## src/rtl/adder_arbiter_if.sv

```systemverilog
`default_nettype none
// ============================================================================
//  Module   : adder_arbiter_if
//  Purpose  : Requester-side bundle of the shared-adder arbiter: request lines,
//             packed operand buses, grants, completion pulses and the result.
//  Revision : 1.0  initial release
// ============================================================================
interface adder_arbiter_if #(
  parameter int WIDTH = 8,
  parameter int NREQ  = 4
);
  logic [NREQ-1:0]       req;
  logic [NREQ*WIDTH-1:0] a_bus;
  logic [NREQ*WIDTH-1:0] b_bus;
  logic [NREQ-1:0]       gnt;
  logic [NREQ-1:0]       done;
  logic [WIDTH-1:0]      result;
  logic                  carry;
  logic                  busy;

  // Requester side: drives requests and operands, observes the arbiter.
  modport master (
    output req, a_bus, b_bus,
    input  gnt, done, result, carry, busy
  );

  // Arbiter side.
  modport slave (
    input  req, a_bus, b_bus,
    output gnt, done, result, carry, busy
  );
endinterface
`default_nettype wire

```

## src/rtl/adder_arbiter.sv

```systemverilog
`default_nettype none
// ============================================================================
//  Module   : adder / adder_arbiter
//  Purpose  : Round-robin arbiter sharing one combinational WIDTH-bit adder
//             among NREQ requesters. Each accepted request runs a fixed
//             IDLE -> EXEC -> DONE sequence with a registered result.
//  Revision : 1.0  initial release
// ============================================================================

// Plain combinational adder shared by all requesters.
module adder #(
  parameter int WIDTH = 8
) (
  input  wire logic [WIDTH-1:0] a,
  input  wire logic [WIDTH-1:0] b,
  output logic      [WIDTH-1:0] y
);
  assign y = a + b;
endmodule

module adder_arbiter #(
  parameter int WIDTH = 8,
  parameter int NREQ  = 4
) (
  input  wire logic       clk,
  input  wire logic       rst,
  adder_arbiter_if.slave  bus
);
  localparam int IDW = (NREQ > 1) ? $clog2(NREQ) : 1;

  localparam logic [1:0] S_IDLE = 2'd0;
  localparam logic [1:0] S_EXEC = 2'd1;
  localparam logic [1:0] S_DONE = 2'd2;

  logic [1:0]       state_q,  state_d;
  logic [IDW-1:0]   rr_ptr_q, rr_ptr_d;
  logic [IDW-1:0]   owner_q,  owner_d;
  logic [WIDTH-1:0] op_a_q,   op_a_d;
  logic [WIDTH-1:0] op_b_q,   op_b_d;
  logic [WIDTH-1:0] result_q, result_d;
  logic             carry_q,  carry_d;

  logic             win_valid;
  logic [IDW-1:0]   win_idx;
  logic [WIDTH-1:0] win_a, win_b;
  logic [WIDTH-1:0] sum;
  logic [NREQ-1:0]  owner_onehot;

  // The adder only ever sees the captured operands, so bus changes after
  // capture cannot disturb an operation in flight.
  adder #(.WIDTH(WIDTH)) u_adder (
    .a (op_a_q),
    .b (op_b_q),
    .y (sum)
  );

  // Circular search for the first requester at or above the rotating pointer.
  always_comb begin
    logic [IDW:0] cand;
    cand      = '0;
    win_valid = 1'b0;
    win_idx   = '0;
    for (int k = 0; k < NREQ; k++) begin
      cand = {1'b0, rr_ptr_q} + (IDW+1)'(k);
      if (cand >= (IDW+1)'(NREQ)) begin
        cand = cand - (IDW+1)'(NREQ);
      end
      if (!win_valid && bus.req[cand[IDW-1:0]]) begin
        win_valid = 1'b1;
        win_idx   = cand[IDW-1:0];
      end
    end
  end

  // Select the winner's operand slices.
  always_comb begin
    win_a = '0;
    win_b = '0;
    for (int i = 0; i < NREQ; i++) begin
      if (win_idx == IDW'(i)) begin
        win_a = bus.a_bus[i*WIDTH +: WIDTH];
        win_b = bus.b_bus[i*WIDTH +: WIDTH];
      end
    end
  end

  // State and datapath registers; reset discards any operation in flight.
  always_ff @(posedge clk or posedge rst) begin
    if (rst) begin
      state_q  <= S_IDLE;
      rr_ptr_q <= '0;
      owner_q  <= '0;
      op_a_q   <= '0;
      op_b_q   <= '0;
      result_q <= '0;
      carry_q  <= 1'b0;
    end else begin
      state_q  <= state_d;
      rr_ptr_q <= rr_ptr_d;
      owner_q  <= owner_d;
      op_a_q   <= op_a_d;
      op_b_q   <= op_b_d;
      result_q <= result_d;
      carry_q  <= carry_d;
    end
  end

  // Next-state and next-datapath logic for the three-step sequence.
  always_comb begin
    state_d  = state_q;
    rr_ptr_d = rr_ptr_q;
    owner_d  = owner_q;
    op_a_d   = op_a_q;
    op_b_d   = op_b_q;
    result_d = result_q;
    carry_d  = carry_q;
    case (state_q)
      S_IDLE: begin
        if (win_valid) begin
          owner_d = win_idx;
          op_a_d  = win_a;
          op_b_d  = win_b;
          state_d = S_EXEC;
        end
      end
      S_EXEC: begin
        result_d = sum;
        // An unsigned wrap leaves the sum below either operand.
        carry_d  = (sum < op_a_q);
        state_d  = S_DONE;
      end
      S_DONE: begin
        rr_ptr_d = (owner_q == IDW'(NREQ-1)) ? '0 : owner_q + 1'b1;
        state_d  = S_IDLE;
      end
      default: begin
        state_d = S_IDLE;
      end
    endcase
  end

  // Grant, completion pulse and busy decoded from state and owner.
  always_comb begin
    owner_onehot = '0;
    for (int i = 0; i < NREQ; i++) begin
      if (owner_q == IDW'(i)) begin
        owner_onehot[i] = 1'b1;
      end
    end
    bus.gnt  = (state_q == S_EXEC || state_q == S_DONE) ? owner_onehot : '0;
    bus.done = (state_q == S_DONE) ? owner_onehot : '0;
    bus.busy = (state_q != S_IDLE);
  end

  assign bus.result = result_q;
  assign bus.carry  = carry_q;

endmodule
`default_nettype wire
```

## src/flat_wrapper.sv

```systemverilog
// flat-port wrapper written by rule: the top's interface ports become plain ports
module adder_arbiter_flat 
#(
  parameter int WIDTH = 8,
  parameter int NREQ  = 4
)
  (clk, rst, bus_req, bus_a_bus, bus_b_bus, bus_gnt, bus_done, bus_result, bus_carry, bus_busy);
  adder_arbiter_if #(.WIDTH(WIDTH), .NREQ(NREQ)) bus_i ();
  input  wire logic clk;
  input  wire logic rst;
  input wire logic [$bits(bus_i.req)-1:0] bus_req;
  input wire logic [$bits(bus_i.a_bus)-1:0] bus_a_bus;
  input wire logic [$bits(bus_i.b_bus)-1:0] bus_b_bus;
  output wire logic [$bits(bus_i.gnt)-1:0] bus_gnt;
  output wire logic [$bits(bus_i.done)-1:0] bus_done;
  output wire logic [$bits(bus_i.result)-1:0] bus_result;
  output wire logic [$bits(bus_i.carry)-1:0] bus_carry;
  output wire logic [$bits(bus_i.busy)-1:0] bus_busy;
  assign bus_i.req = bus_req;
  assign bus_i.a_bus = bus_a_bus;
  assign bus_i.b_bus = bus_b_bus;
  assign bus_gnt = bus_i.gnt;
  assign bus_done = bus_i.done;
  assign bus_result = bus_i.result;
  assign bus_carry = bus_i.carry;
  assign bus_busy = bus_i.busy;
  adder_arbiter #(.WIDTH(WIDTH), .NREQ(NREQ)) u_core (.clk(clk), .rst(rst), .bus(bus_i));
endmodule
```

## config.mk

```make
export PLATFORM = sky130hd
export DESIGN_NAME = adder_arbiter_flat
export DESIGN_NICKNAME = d
export VERILOG_FILES = /design/src/rtl/adder_arbiter_if.sv /design/src/rtl/adder_arbiter.sv /design/src/flat_wrapper.sv
export SDC_FILE = /design/constraint.sdc
export NUM_CORES = 1
export LEC_CHECK = 0
export CAP_MARGIN = 20
export CORE_MARGIN = 2
export CORE_UTILIZATION = 49
export CTS_CLUSTER_SIZE = 14
export DETAILED_ROUTE_END_ITERATION = 7
export PLACE_DENSITY = 0.85
export SYNTH_ARGS = -nofsm -noshare
export SYNTH_HDL_FRONTEND = slang
export SYNTH_SLANG_ARGS = --single-unit
```

## constraint.sdc

```tcl
create_clock -name clk -period 4.6 [get_ports clk]
set_input_delay 0.46 -clock clk [delete_from_list [all_inputs] [get_ports clk]]
set_output_delay 0.46 -clock clk [all_outputs]
set_load 0.03 [all_outputs]
```

==> impl_summary.md <==
CTS
The largest buffer count on any clock path is 2. Gates resized during post-CTS repair numbered 0. TritonCTS built the clock tree. The clock tree synthesis step divided the H-tree into 2 levels. The total CTS buffers is 5.

The total setup buffers inserted after CTS is 0. CTS saw 31 sinks. The worst-skew pair later-pin latency is about 0.29 ns. Clock tree synthesis selected as its root buffer the cell clkbuf_8. After clock tree synthesis, the clock-pin slew on the worst setup and hold paths is 0.06 ns. The number of hold buffers added after CTS was 0.

Cells and area
At the end of the flow, the number of nets in the layout was approximately 440. The post-synthesis to final-layout area growth is 41.05%. The number of inserted filler cells in the final layout is ~380. The repair_antennas step left the layout with diodes totalling 0. With fillers left out, the area of the finished cells amounts to 3440 um^2. Excluding fillers, the count of instances in the completed layout stands at a little over 400. In the final layout, the share of cells above drive strength 1 is 0.05780.

Pwr
Power spread over the standard cell area amounts to 656.1 nW/um^2. Summed over all cells, the static leakage comes to 1.526 nW. The peak ir drop on the vdd network is 0.0002575 V.

Floorplanning
In this run the count of I/O pins placed on the die edge is between 80 and 90. The die is between 70 and 80 um wide. The starting density of the core is 0.5129. The region available for standard cell placement spans roughly 4800 um^2.

The vertical die dimension is between 70 and 80 um. The die covers 5557 um^2. The number of placement rows is 25.

Synth
The post-synthesis average cell area is roughly 9.3 um^2. Of the synthesized area, sequential elements account for 0.3181. The most used flip-flop cell after synthesis is dfrtp_1.

The biggest area contributor in the post-synthesis netlist is dfrtp_1. The synthesized netlist contains 39 unique library cells. By count the netlist is led by 31 x dfrtp_1, 23 x nand2_1, 22 x ha_1.

The synthesized design contains 0 enable-type register cells. In the post-synthesis netlist, the biggest area contributors are dfrtp_1 32%, ha_1 11%, mux2i_1 6.6%. The post-synthesis instance total is between 200 and 300. The total standard cell area after synthesis is approximately 2400 um^2. The share of synthesized area in the top cell type comes to 0.3181. The net count of the mapped netlist is ~360.

The fraction of registers with async set/reset is 1.000. The synthesis warning total is 0. The number of storage elements in the synthesis netlist is 31. The most frequently used cell type in the post-synthesis netlist is dfrtp_1.

Drt
After detailed routing, the average wire length per cell comes to about 14 um. The detail route stage leaves a number of antenna-violating nets equal to 0. The met1 wire length is 2480 um. The highest metal layer used by the detailed router is met4. The number of iterations in the first detailed-routing pass is 4. The met3 wire length is 332 um. After detailed routing, the number of remaining DRC violations is 0. The count of routing violations after the opening detailed-route iteration is slightly below 90. Using the TritonRoute via totals, the vias-per-cell ratio works out to between 5 and 6. For this block, the routed nets add up to roughly 5600 um of wire. The via count is roughly 2200. The total met2 wirelength after detailed routing is 2686 um.

Timing
Dividing the final minimum period by the clock period gives 0.5504. At the pin with the least slew margin, the transition time is roughly 0.84 ns. The worst path needs roughly 2.5 ns of the cycle, external delays included. The largest clock skew in the final design is between 0.005 and 0.006 ns. Setup violations remaining at the end of the flow were counted as 0. The number of failing hold endpoints at the final stage is 0. Across all hold checks on the routed design, the worst slack comes to about 0.50 ns.

Measured against its own limit, the worst slew margin works out to 0.4428. The number of pins with negative max-slew slack in the final report was 0. The peak clock frequency supported by timing is around 400 MHz.

Setup repair after global routing left no endpoint under its margin. Once routing completed, OpenROAD measured the worst setup slack at ~2.1 ns. The final-layout setup total negative slack is 0 ns.

Placed design
The total of buffers placed on input and output ports is 87. The placed instances occupy a cell area of between 3000 and 4000 um^2. The placed instance count is 405. The final HPWL from detailed placement is 4597 um. At the end of routability-driven placement, the weighted congestion stood at around 0.8. The worst slack after detailed placement is about 2.0 ns.

Setup path
The critical path in this run is classified as reg -> reg. In this run the worst path has a maximum fanout of 3. For the worst flop-to-flop path, the logic depth is 10. Data on the critical path is required at its endpoint by approximately 4.8 ns.

The reg-to-reg critical path startpoint is u_core.op_b_q[0]. At the worst endpoint, the arrival time is 2.74 ns. STA classifies the critical path startpoint as a flip-flop. STA classifies the critical path endpoint as a flip-flop. Across all register-to-register paths, the minimum setup slack is roughly 2.1 ns. In this run the critical register-to-register path is captured at u_core.bus.carry.

Global routing
The number of global-route vias before repair is a little over 2000. The total global-route track usage is 0.2187. Global routing finished with a remaining overflow of 0. The number of antenna violations at the first check in global routing is 0. The pin count of the biggest net entering global routing is 34.

The first global-routing pass estimated between 9000 and 10000 um of wire.

Hold path
The min-delay analysis places its worst path in the category reg -> reg. In this run the most critical hold path is launched from u_core.bus.result[3]. The end of the worst hold path is u_core.bus.result[3].

Counting instances, the worst hold path has a depth of 1.

Outcome
The run finished with clean final reports.

Job
The number of max-cap violations is 0.
==> where the power goes <==
group	leakage, nW	switching, mW	internal (mW)
sequential	0.376	0.105	0.418
clock	0.0515	0.0984	0.136
combinational	1.10	0.805	0.694
total	1.53	1.01	1.25
==> worst max-delay path by stage <==
stage | end | cells past startpoint | start | slack [ns]
finish | u_core.bus.carry | 10 | u_core.op_b_q[0] | 2.07
global route | u_core.bus.carry | 10 | u_core.op_b_q[0] | 1.87
CTS | u_core.bus.carry | 10 | u_core.op_b_q[0] | 2.07
detailed placement | u_core.op_a_q[7] | 5 | bus_req[3] | 2.01
global placement | u_core.op_a_q[2] | 5 | bus_req[3] | 2.11
floorplan | u_core.bus.carry | 10 | u_core.op_b_q[0] | 2.25
==> metal layers <==
| layer | vias up | GRT usage |
|---|---|---|
| met1 | 967 | 0.2917 |
| met3 | 12 | 0.05420 |
| met4 | 0 | 0.06349 |
| li1 | 1100 | - |
| met2 | 72 | 0.3530 |
| met5 | - | 0 |
==> sequential cells by signal, indices dropped and copies added (netlist names) <==
| signal | flops |
|---|---|
| u_core.state_q | 2 |
| u_core.bus.carry | 1 |
| u_core.rr_ptr_q | 2 |
| u_core.owner_q | 2 |
| u_core.bus.result | 8 |
| u_core.op_a_q | 8 |
| u_core.op_b_q | 8 |
==> final cells by class <==
cell class	count	area (um^2)	area share
multi-input cells	203	1521	0.4423
repair buffers	88	898.4	0.2612
flip-flops and latches	31	775.7	0.2255
clock buffers	8	100.1	0.02910
well taps	67	83.83	0.02437
inverters	16	60.06	0.01746
==> logic make-up (layout without fill, tap and decap cells) <==
logic type      count (synthesis)  in the layout  share of synthesized area
buf+inv                        28            112                    0.05798
flops                          31             31                     0.3181
xor+xnor                        7              7                    0.02514
fa+ha+maj                      23             23                     0.1211
mux                            24             24                     0.1026
compound gates                 78             78                     0.2124
simple gates                   71             71                     0.1627
==> layout by cell type (no fill, tap or decap), drive strengths merged, types with 5 or more instances in the layout <==
cell / n
a21o: 5
dfrtp: 31
nand2: 24
clkdlybuf4s50: 87
mux2i: 16
nor2: 9
inv: 16
o211ai: 18
and2: 8
o21ai: 24
a21oi: 8
a21boi: 16
xnor2: 5
clkbuf: 8
mux2: 8
and3: 16
ha: 22
==> metrics by stage <==
| step | total power, mW | utilization |
|---|---|---|
| after floorplan | 1.634 | - |
| after global placement | 1.974 | 0.6966 |
| after detailed placement | 2.030 | 0.7024 |
| after CTS | 2.271 | 0.7234 |
| after global routing | 2.476 | 0.7234 |
| final | 2.257 | 0.7234 |
==> worst max-delay path, stage by stage (launching register included) <==
cell,delay [ns]
dfrtp_1,0.38
ha_1,0.23
fa_1,0.42
a21o_1,0.18
a21oi_1,0.21
o21bai_1,0.13
a21oi_1,0.20
xnor2_1,0.09
ha_1,0.17
or3_1,0.30
o21ai_0,0.13
No activity file was read; power rests on OpenSTA's default activity.
